<file path="config.mk">
export PLATFORM = sky130hd
export DESIGN_NAME = note_period_meter
export DESIGN_NICKNAME = d
export VERILOG_FILES = /design/src/rtl/note_period_meter.sv
export SDC_FILE = /design/constraint.sdc
export NUM_CORES = 1
export LEC_CHECK = 0
export ABC_AREA = 1
export CORE_ASPECT_RATIO = 1.4
export CORE_MARGIN = 8
export CORE_UTILIZATION = 57
export CTS_CLUSTER_DIAMETER = 80
export DETAILED_ROUTE_END_ITERATION = 6
export PLACE_DENSITY_LB_ADDON = 0.2
export SLEW_MARGIN = 10
export SYNTH_ARGS = -nofsm -noshare
export SYNTH_HDL_FRONTEND = slang
export SYNTH_SLANG_ARGS = --single-unit
</file>
<file path="constraint.sdc">
create_clock -name iClk -period 2.8 [get_ports iClk]
set_input_delay 0.56 -clock iClk [delete_from_list [all_inputs] [get_ports iClk]]
set_output_delay 0.56 -clock iClk [all_outputs]
set_load 0.05 [all_outputs]
</file>
<file path="src/rtl/note_period_meter.sv">
// Measures the half-period of a square-wave audio line in clocks and publishes
// it once LOCK_N consecutive measurements agree within TOL.
module note_period_meter #(
    parameter int CNT_W    = 13,
    parameter int MAX_HALF = 8191,
    parameter int MIN_HALF = 2,
    parameter int TOL      = 1,
    parameter int LOCK_N   = 4
) (
    input  logic             iClk,
    input  logic             iReset_n,
    input  logic             iEnable,
    input  logic             iAudio,
    output logic [CNT_W-1:0] oHalfPeriod,
    output logic             oValid,
    output logic             oUpdate,
    output logic             oSilent
);
    localparam int AW = CNT_W + 1;
    localparam int MW = $clog2(LOCK_N + 1);
    localparam logic [AW-1:0] SAT  = AW'(MAX_HALF + 1);
    localparam logic [AW-1:0] MINV = AW'(MIN_HALF);
    localparam logic [AW-1:0] MAXV = AW'(MAX_HALF);
    localparam logic [AW-1:0] TOLV = AW'(TOL);
    localparam logic [MW-1:0] LOCKV = MW'(LOCK_N);

    typedef enum logic [1:0] {IDLE, WAIT_EDGE, MEASURE, LOCKED} state_t;

    state_t            state, stateNxt;
    logic              sync1, sync2, hist;
    logic [AW-1:0]     cnt, last, lastNxt;
    logic [MW-1:0]     match, matchNxt, matchInc;
    logic [CNT_W-1:0]  halfNxt;
    logic              validNxt, updNxt, silentNxt;
    logic              audioEdge, measOk, nearLast, nearHalf, timeout;

    function automatic logic [AW-1:0] absDiff(input logic [AW-1:0] a, input logic [AW-1:0] b);
        return (a > b) ? a - b : b - a;
    endfunction

    assign audioEdge = sync2 ^ hist;
    assign measOk    = (cnt >= MINV) && (cnt <= MAXV);
    assign nearLast  = (last != '0) && (absDiff(cnt, last) <= TOLV);
    assign nearHalf  = absDiff(cnt, {1'b0, oHalfPeriod}) <= TOLV;
    assign matchInc  = match + 1'b1;
    // A saturated count with an edge in the same cycle is an invalid measurement.
    assign timeout   = (cnt == SAT) && !audioEdge;

    always_ff @(posedge iClk) begin
        if (!iReset_n) begin
            state       <= IDLE;
            sync1       <= 1'b0;
            sync2       <= 1'b0;
            hist        <= 1'b0;
            cnt         <= '0;
            last        <= '0;
            match       <= '0;
            oHalfPeriod <= '0;
            oValid      <= 1'b0;
            oUpdate     <= 1'b0;
            oSilent     <= 1'b1;
        end else begin
            sync1       <= iAudio;
            sync2       <= sync1;
            hist        <= sync2;
            if (audioEdge)       cnt <= AW'(1);
            else if (cnt != SAT) cnt <= cnt + 1'b1;
            state       <= stateNxt;
            last        <= lastNxt;
            match       <= matchNxt;
            oHalfPeriod <= halfNxt;
            oValid      <= validNxt;
            oUpdate     <= updNxt;
            oSilent     <= silentNxt;
        end
    end

    always_comb begin
        stateNxt  = state;
        lastNxt   = last;
        matchNxt  = match;
        halfNxt   = oHalfPeriod;
        validNxt  = oValid;
        updNxt    = 1'b0;
        silentNxt = oSilent;
        if (!iEnable) begin
            stateNxt  = IDLE;
            lastNxt   = '0;
            matchNxt  = '0;
            halfNxt   = '0;
            validNxt  = 1'b0;
            silentNxt = 1'b1;
        end else begin
            case (state)
                IDLE: stateNxt = WAIT_EDGE;
                WAIT_EDGE: begin
                    if (audioEdge) begin
                        stateNxt = MEASURE;
                        lastNxt  = '0;
                        matchNxt = '0;
                    end
                end
                MEASURE: begin
                    if (audioEdge) begin
                        if (measOk) begin
                            lastNxt = cnt;
                            if (nearLast && matchInc == LOCKV) begin
                                stateNxt  = LOCKED;
                                matchNxt  = '0;
                                halfNxt   = cnt[CNT_W-1:0];
                                validNxt  = 1'b1;
                                silentNxt = 1'b0;
                                updNxt    = 1'b1;
                            end else if (nearLast) begin
                                matchNxt = matchInc;
                            end else begin
                                matchNxt = '0;
                            end
                        end else begin
                            lastNxt  = '0;
                            matchNxt = '0;
                        end
                    end
                end
                LOCKED: begin
                    // Hysteresis: small drift around the published value is ignored.
                    if (audioEdge && !(measOk && nearHalf)) begin
                        stateNxt = MEASURE;
                        lastNxt  = measOk ? cnt : '0;
                        matchNxt = '0;
                        validNxt = 1'b0;
                    end
                end
                default: stateNxt = IDLE;
            endcase
            if ((state == MEASURE || state == LOCKED) && timeout) begin
                stateNxt  = WAIT_EDGE;
                lastNxt   = '0;
                matchNxt  = '0;
                halfNxt   = '0;
                validNxt  = 1'b0;
                silentNxt = 1'b1;
            end
        end
    end
endmodule

</file>
After elaboration in Yosys (flattened, before gate mapping)
Index checks and enable logic that the tools add are counted.

Order comparisons: 6. Equality and inequality tests: 16. Mux-type cells: 29. Bitwise operators: 3. Reduce and logical (&&, ||, !) cells: 24. $add $sub $neg: 6.

Operators by type and width (number): 2-to-1 mux 14 bit (6); case mux 14 bit (3 select lines) (1); less-or-equal comparator 14 x 1 -> 1 bit (second input constant) (2); subtractor 14 bit (2); AND reduction 5 bit (4); 2-to-1 mux 3 bit (6); adder 14 x 1 -> 14 bit (second input constant) (1); equality test 14 bit (second input constant) (1); greater-or-equal comparator 14 x 2 -> 1 bit (second input constant) (1); > comparator 14 x 13 -> 1 bit (1); > comparator 14 bit (1); less-or-equal comparator 14 x 13 -> 1 bit (second input constant) (1); inequality test 14 bit (second input constant) (1); nonzero test 14 bit (1); subtractor 13 x 14 -> 14 bit (1); subtractor 14 x 13 -> 14 bit (1); inequality test 3 x 2 -> 1 bit (second input constant) (4); 2-to-1 mux 2 bit (5); inequality test 2 bit (second input constant) (5); case mux 3 bit (3 select lines) (1); 2-to-1 mux 1 bit (8); case mux 2 bit (4 select lines) (1); AND reduction 4 bit (2); logical AND 1 bit (7); 16 further kinds (20).

Flip-flop bits (word level): 52. Output and inout port bits: 16. Bits of input ports: 4.

Depth between registers and ports, before layout
Gate-level depths: netlist of run 1.

Depth after elaboration: 10. Gate-level depth with buffers: 25. Depth with buffers taken out: 24.

Least setup slack after synthesis of run 1
No wires, ideal clock.

Kind: register to register. Start: reg oHalfPeriod[1]. End: reg last[11]. Cell stages (with the launch flop): 22. Arrival time: 2.751 ns. Path slack: -0.069 ns. Cell sequence: dfxtp_1 -> inv_1 -> fa_1 -> nand2_1 -> nand2_1 -> nand3_1 -> nand2_1 -> nand2_1 -> nand2_2 -> nand2_4 -> nand2_2 -> nand2_1 -> nand2_1 -> nand3_1 -> nor2_1 -> nand3_2 -> nor2_2 -> nor2_2 -> nand2_4 -> buf_8 -> o21ai_1 -> a21oi_2.

Longest elaborated chain between the ends: 8. Elaborated cells on any way between the ends: 10. Those cells by class: 2 x add/sub; 2 x order compare; 1 x eq/ne; 1 x mux; 4 x reduce/logical.

RTL lines: start: declaration (RTL line 14) `output logic [CNT_W-1:0] oHalfPeriod,`; start signal: assignment (RTL line 71) `oHalfPeriod <= halfNxt;`; subtractor 13 x 14 -> 14 bit, or another cell as far along (RTL line 38) `return (a > b) ? a - b : b - a;`; 2-to-1 mux 14 bit (*) (RTL line 38); less-or-equal comparator 14 x 1 -> 1 bit (*) (RTL line 44) `assign nearHalf = absDiff(cnt, {1'b0, oHalfPeriod}) <= TOLV;`; logical AND 1 bit (*) (RTL line 127) `if (audioEdge && !(measOk && nearHalf)) begin`; logical NOT 1 bit (*) (RTL line 127); logical AND 1 bit (*) (RTL line 127); inequality test 2 bit (no source line) (*); AND reduction 4 bit (no source line) (*); end signal: assignment (RTL line 69) `last <= lastNxt;`; end: declaration (RTL line 31) `logic [AW-1:0] cnt, last, lastNxt;`.

Mark *: on every way between the ends. The rest lies on a longest branch, timed or not. A chain may end at the register's enable or synchronous reset.

Final worst setup path of run 1
Start: reg oHalfPeriod[5]. End: reg state[0].

Longest elaborated chain between the ends: 8. Elaborated cells on any way between the ends: 10. Those cells by class: 2 x add/sub; 2 x order compare; 1 x eq/ne; 1 x mux; 4 x reduce/logical.

RTL lines: subtractor 13 x 14 -> 14 bit, or another cell as far along (RTL line 38); 2-to-1 mux 14 bit (*) (RTL line 38); less-or-equal comparator 14 x 1 -> 1 bit (*) (RTL line 44); logical AND 1 bit (*) (RTL line 127); logical NOT 1 bit (*) (RTL line 127); logical AND 1 bit (*) (RTL line 127); inequality test 3 x 2 -> 1 bit (no source line) (*); AND reduction 5 bit (no source line) (*); end signal: assignment (RTL line 68) `state <= stateNxt;`; end: declaration (RTL line 29) `state_t state, stateNxt;`.

Marks and branches as above.

==> results of run 1 <==
cells by family (layout without fill, tap and decap cells):
family | count (synthesis) | in the layout | share of synthesized area (%)
AO/OA/AOI/OAI | 139 | 139 | 13.9
XOR/XNOR | 9 | 9 | 1.42
adder cells (fa/ha/maj) | 62 | 62 | 14.5
buffers and inverters | 165 | 317 | 12.0
flip-flops | 52 | 52 | 18.7
AND/OR/NAND/NOR | 509 | 515 | 39.4
worst min path at each step:
stage / depth (start not counted) / slack (ns) / end / startpoint
final: 2 / 0.44 / sync2 / sync1
after floorplan: 2 / 0.39 / sync2 / sync1
after global placement: 2 / 0.40 / sync2 / sync1
after global routing: 2 / 0.47 / sync2 / sync1
after CTS: 2 / 0.43 / sync2 / sync1
after detailed placement: 2 / 0.41 / sync2 / sync1
sequential cells by signal (all words and copies together), names as in the netlist:
name,flops
cnt,14
hist,1
last,14
match,3
oHalfPeriod,13
oSilent,1
oUpdate,1
oValid,1
state,2
sync1,1
sync2,1
worst max-delay path, delay by kind of cell (launching register included):
kind                       cells  cell delay, ns
AOI/OAI and AO/OA              1            0.12
adders and majority gates      1            0.38
buffers and inverters          5            0.60
DFF                            1            0.41
and+or+nand+nor               15            1.46
layout make-up:
class | count | area (um2)
inverters | 153 | 591
fillers | 646 | 1830
flip-flops and latches | 52 | 1050
clock buffers | 5 | 125
multi-input cells | 725 | 4420
well taps | 110 | 138
clock inverters | 3 | 42.5
repair buffers | 156 | 1270
power by group:
part	internal, mW	leakage [nW]	total, mW	switching, mW
Combinational	0.381	3.37	0.981	0.600
Sequential	0.748	0.422	0.757	0.00918
Clock	0.421	0.0798	0.722	0.301
Total	1.55	3.87	2.46	0.910
what timing repair did:
action	4_1_cts	5_1_grt
gates cloned	6	0
setup endpoints to repair	34	34
hold endpoints to repair	0	0
pin swaps	35	46
buffers inserted	11	6
resized for setup	86	79
per-layer routing:
layer / part of all wire [%] / global-route usage, % / vias to the layer above
met5: 0 / 0 / -
met4: 9.1 / 25.1 / 0
met3: 7.0 / 3.73 / 171
met2: 49 / 53.0 / 423
met1: 35 / 29.3 / 3221
li1: - / - / 3301
synth_stat cells (all sizes together) (3+ instances only):
| library cell | instances |
|---|---|
| a21oi | 81 |
| and2 | 3 |
| buf | 10 |
| clkinv | 3 |
| dfxtp | 52 |
| fa | 4 |
| ha | 58 |
| inv | 150 |
| nand2 | 317 |
| nand3 | 62 |
| nand4 | 16 |
| nor2 | 91 |
| nor3 | 13 |
| nor4 | 4 |
| o211ai | 3 |
| o21ai | 45 |
| xor2 | 9 |
==> flow_summary.yaml, run 1 <==
routing:
  dr.pass1.iters: 7
  vias: 7116
  antenna_left: 0
  wl_um: 21500
  drc_errors: 1
  wl_per_cell_um: 17.8
  vias_per_cell: 5.91
  drt_first_iter_violations: 578
clocking:
  clk_pin_slew_ns: 0.08
  cts_tree: "done"
  cts.path.max_buffers: 2
  htree_levels: 2
  cts_made_buffers: 5
  clk-insertion-delay-late_ns: 0.30
  cts_sinks: 52
  postCtsHoldBufs: 0
  cts_root_buf: "clkbuf_16"
yosys:
  synth_area_um2: 5550
  yosysUniqueCellTypes: 43
  synth_top_area_share_pct: 20.2
  ys_ff_latch: 52
  synthCells: 936
  ys.flop_type: "dfxtp_1"
  synth_edf_count: 0
  yosysWarnings: 0
  synth_area_per_cell_um2: 5.93
  synthArstFlopShare_pct: 0
  yosysSeqAreaShare_pct: 18.7
  yosysTopAreaCell: "nand2_1"
  synthesis.nets: 1002
  synth_area_leaders: "nand2_1 20%, dfxtp_1 19%, ha_1 13%, inv_1 9.7%, a21oi_1 6.7%"
floorplan:
  die_h_um: 133
  die_w_um: 99.4
  dieArea_um2: 13200
  start_util_pct: 58.7
  rows: 42
  io_pins: 20
  coreArea_um2: 9460
worst_setup_path:
  startpoint: "oHalfPeriod[5]"
  crit_fanout: 5
  reg2reg_to: "state[0]"
  critical_path_arrival_ns: 3.28
  worstRegToRegCells: 22
  crit_end: "state[0]"
  cp_slowest_cell: "dfxtp_1"
  r2r_slack_ns: -0.28
  worst_ep_required_time_ns: 3.00
  r2r_start: "oHalfPeriod[5]"
  path_cells: "inv_1, ha_2, nand2_1, clkinv_1, nand3_2, buf_4, buf_4, nand3_1, nand2_1, nor2_1, nand2_1, nand2_2, nand3_2, nor2_4, nand3_4, nor2_4, nor2_4, buf_6, nand2_2, nand2_2, a21oi_2, nor2_1"
  slowest_delay_ns: 0.41
  cp-start-kind: "flip-flop"
  worstSetupEndpointType: "flip-flop"
  criticalPathCategory: "flip-flop to flip-flop"
pwr:
  worst_ir_drop_vdd_uv: 275
  power_density_nw_per_um2: 322
  power_mw: 2.46
  leakage_nw: 3.87
status:
  violations: "DRC, setup timing"
  outcome: "finished, violations left"
placed_design:
  dpl.cell_count: 1174
  io_buffers: 19
  globalplace.congestion: 0.980
  dpl_cell_area_um2: 6720
  dpl_worst_slack_ns: -0.311
  dp_hpwl_um: 14000
job:
  maxCapViolCount: 0
sta:
  rsz0062_at_grt: "yes"
  hold_ws_ns: 0.438
  tns_ns: -5.21
  slew-limit-headroom_pct: 43.7
  finalSetupViolCount: 33
  finalWorstSetupSlack_ns: -0.278
  fmax_ghz: 0.325
  post-route-period-util_pct: 110
  drv_slew: 0
  worst_clock_skew_ns: 0.0111
  finalHoldViolations: 0
  finalCriticalPeriod_ns: 3.08
  tightest_slew_ns: 0.841
final_layout:
  most-common-layout-cells: "277 x nand2_1, 133 x inv_1, 126 x buf_4"
  fin_cells: 1204
  final_util_pct: 80.7
  drive_gt1_share_pct: 28.5
  area_delta_synth_final_pct: 37.4
  final_common_cell: "nand2_1"
  stdcell_area_um2: 7630
  fin_nets: 1159
  antennaDiodeCount: 0
grt:
  gr-total-overflow: 0
  antenna_found_initial: 0
  grt_pass1_vias: 6779
  grt_use_total_pct: 29.5
  grt_pass1_wl_um: 31400
  grt_max_degree: 29
min_path:
  hold_class: "flip-flop to flip-flop"
Power figures use the tool's default switching activity.
==> run 2, diff against run 1 <==
- CORE_UTILIZATION: 57 -> 25
- CTS_CLUSTER_SIZE: not set -> 30
==> run 2 against run 1 <==
Net effect: cell count up 20%; the flow finishes with violations (setup timing); first-iteration DRC count down 51%; worst setup slack better by 0.24 ns; global-route usage down 14 points; critical endpoint is now last[12]; worst hold slack worse by 0.021 ns.
==> flow_summary.yaml, run 2 (synthesis results as in run 1) <==
sta:
  finalCriticalPeriod_ns: 2.84
  finalHoldViolations: 0
  post-route-period-util_pct: 101
  worst_clock_skew_ns: 0.00427
  tightest_slew_ns: 0.966
  fmax_ghz: 0.352
  finalSetupViolCount: 4
  rsz0062_at_grt: "yes"
  finalWorstSetupSlack_ns: -0.0413
  drv_slew: 0
  slew-limit-headroom_pct: 35.3
  tns_ns: -0.121
grt:
  gr-total-overflow: 0
  grt_pass1_vias: 6536
  antenna_found_initial: 0
  grt_use_total_pct: 15.8
  grt_max_degree: 25
  grt_pass1_wl_um: 33600
final_layout:
  most-common-layout-cells: "272 x nand2_1, 173 x buf_4, 133 x inv_1"
  drive_gt1_share_pct: 33.9
  stdcell_area_um2: 8400
  antennaDiodeCount: 0
  final_common_cell: "nand2_1"
  reg_top3: "cnt (14), last (14), oHalfPeriod (13)"
  area_delta_synth_final_pct: 51.3
  fin_nets: 1207
worst_setup_path:
  worst_ep_required_time_ns: 3.04
  critical_path_arrival_ns: 3.08
  cp-start-kind: "flip-flop"
  worstSetupEndpointType: "flip-flop"
  criticalPathCategory: "flip-flop to flip-flop"
  crit_fanout: 6
pwr:
  power_density_nw_per_um2: 278
  netSwitchingFraction_pct: 36.8
  switchingPower_mw: 0.860
  seq_power_share_pct: 32.3
  worst_ir_drop_vdd_uv: 201
  comb_power_share_pct: 39.5
  p_int_mw: 1.48
  clkPwrFrac_pct: 28.1
  leakage_nw: 4.13
placed_design:
  globalplace.congestion: 0.909
  dpl_cell_area_um2: 7270
  dp_hpwl_um: 17300
  io_buffers: 19
clocking:
  cts_root_buf: "clkbuf_16"
  cts_made_buffers: 5
  cts_tree: "done"
  cts_sinks: 52
  clk-insertion-delay-late_ns: 0.30
  cts.path.max_buffers: 2
  clk_pin_slew_ns: 0.07
  htree_levels: 2
floorplan:
  rows: 64
  die_h_um: 192
  coreArea_um2: 21900
  io_pins: 20
  die_w_um: 142
  dieArea_um2: 27300
  start_util_pct: 25.4
routing:
  wl_um: 21600
  dr.pass1.iters: 5
  drc_errors: 0
  vias_per_cell: 4.54
  antenna_left: 0
  wl_per_cell_um: 15.0
  drt_first_iter_violations: 286
  vias: 6528
status:
  outcome: "finished, violations left"
  violations: "setup timing"
min_path:
  hold_class: "flip-flop to flip-flop"
job:
  maxCapViolCount: 0
==> run 2: routing by layer <==
metal | global-route usage [%] | share of wire, % | up-vias
li1 | - | - | 3390
met1 | 15.5 | 38 | 2993
met2 | 32.1 | 55 | 97
met3 | 0.990 | 1.8 | 48
met4 | 8.50 | 5.0 | 0
met5 | 0 | 0 | -
==> run 2: per-stage QoR <==
step	util (%)	instances	hold WS, ns	setup slack (ns)	total power [mW]
after global routing	38.4	1439	0.447	-0.192	2.47
final	38.4	1439	0.417	-0.0413	2.34
after detailed placement	33.3	1406	0.404	-0.310	1.53
after global placement	33.3	1406	0.395	-0.312	1.53
after floorplan	-	936	0.390	0.0287	1.26
after CTS	36.3	1429	0.423	-0.100	2.25
==> run 2: critical path: stages, from the launching register on <==
cell and delay, ns:
dfxtp_1 0.32, buf_4 0.16, ha_1 0.34, nand2_2 0.14
inv_1 0.07, nand2_1 0.07, nand2_1 0.08, nor2_2 0.14
nand2_4 0.11, nand2_8 0.11, nand2_4 0.05, nand2_1 0.06
nand2_1 0.06, nand3_2 0.06, nor2_2 0.04, nand3_2 0.10
nor2_4 0.06, nor2_4 0.24, nand2_4 0.16, buf_4 0.18
buf_6 0.11, a21oi_2 0.09
==> run 2: area by class of cell <==
class | instances | area (um2)
Fill cell | 2399 | 13500
Multi-Input combinational cell | 724 | 4600
Timing Repair Buffer | 205 | 1640
Sequential cell | 52 | 1060
Inverter | 153 | 591
Tap cell | 297 | 372
Clock buffer | 8 | 146
==> run 2: path summary, 6_finish.rpt <==
path                            depth (start not counted)   start       end  slack (ns)
worst max-delay path                                   21  cnt[9]  last[12]       -0.04
worst min-delay path                                    2   sync1     sync2        0.42
worst max register to register                         21  cnt[9]  last[12]       -0.04
worst min register to register                          2   sync1     sync2        0.42
==> run 2: what timing repair did <==
action	4_1_cts	5_1_grt
gates resized for setup	109	98
setup buffers	10	10
setup endpoints to repair	34	34
gates cloned	5	0
pin swaps	33	65
hold buffers	0	0
hold endpoints to repair	0	0
==> run 2: power by group through the flow <==
stage | registers (mW) | logic [mW] | clock network [mW]
3_3_place_gp | 0.772 | 0.757 | 0
5_1_grt | 0.757 | 1.02 | 0.693
4_1_cts | 0.756 | 0.820 | 0.674
2_1_floorplan | 0.775 | 0.484 | 0
3_5_place_dp | 0.772 | 0.758 | 0
6_report | 0.755 | 0.923 | 0.657
==> run 3, diff against run 2 <==
- CAP_MARGIN: not set -> 20
- SLEW_MARGIN: 10 -> 20
==> results of run 3 <==
The final DEF is identical to that of run 2; final timing and power are the same.
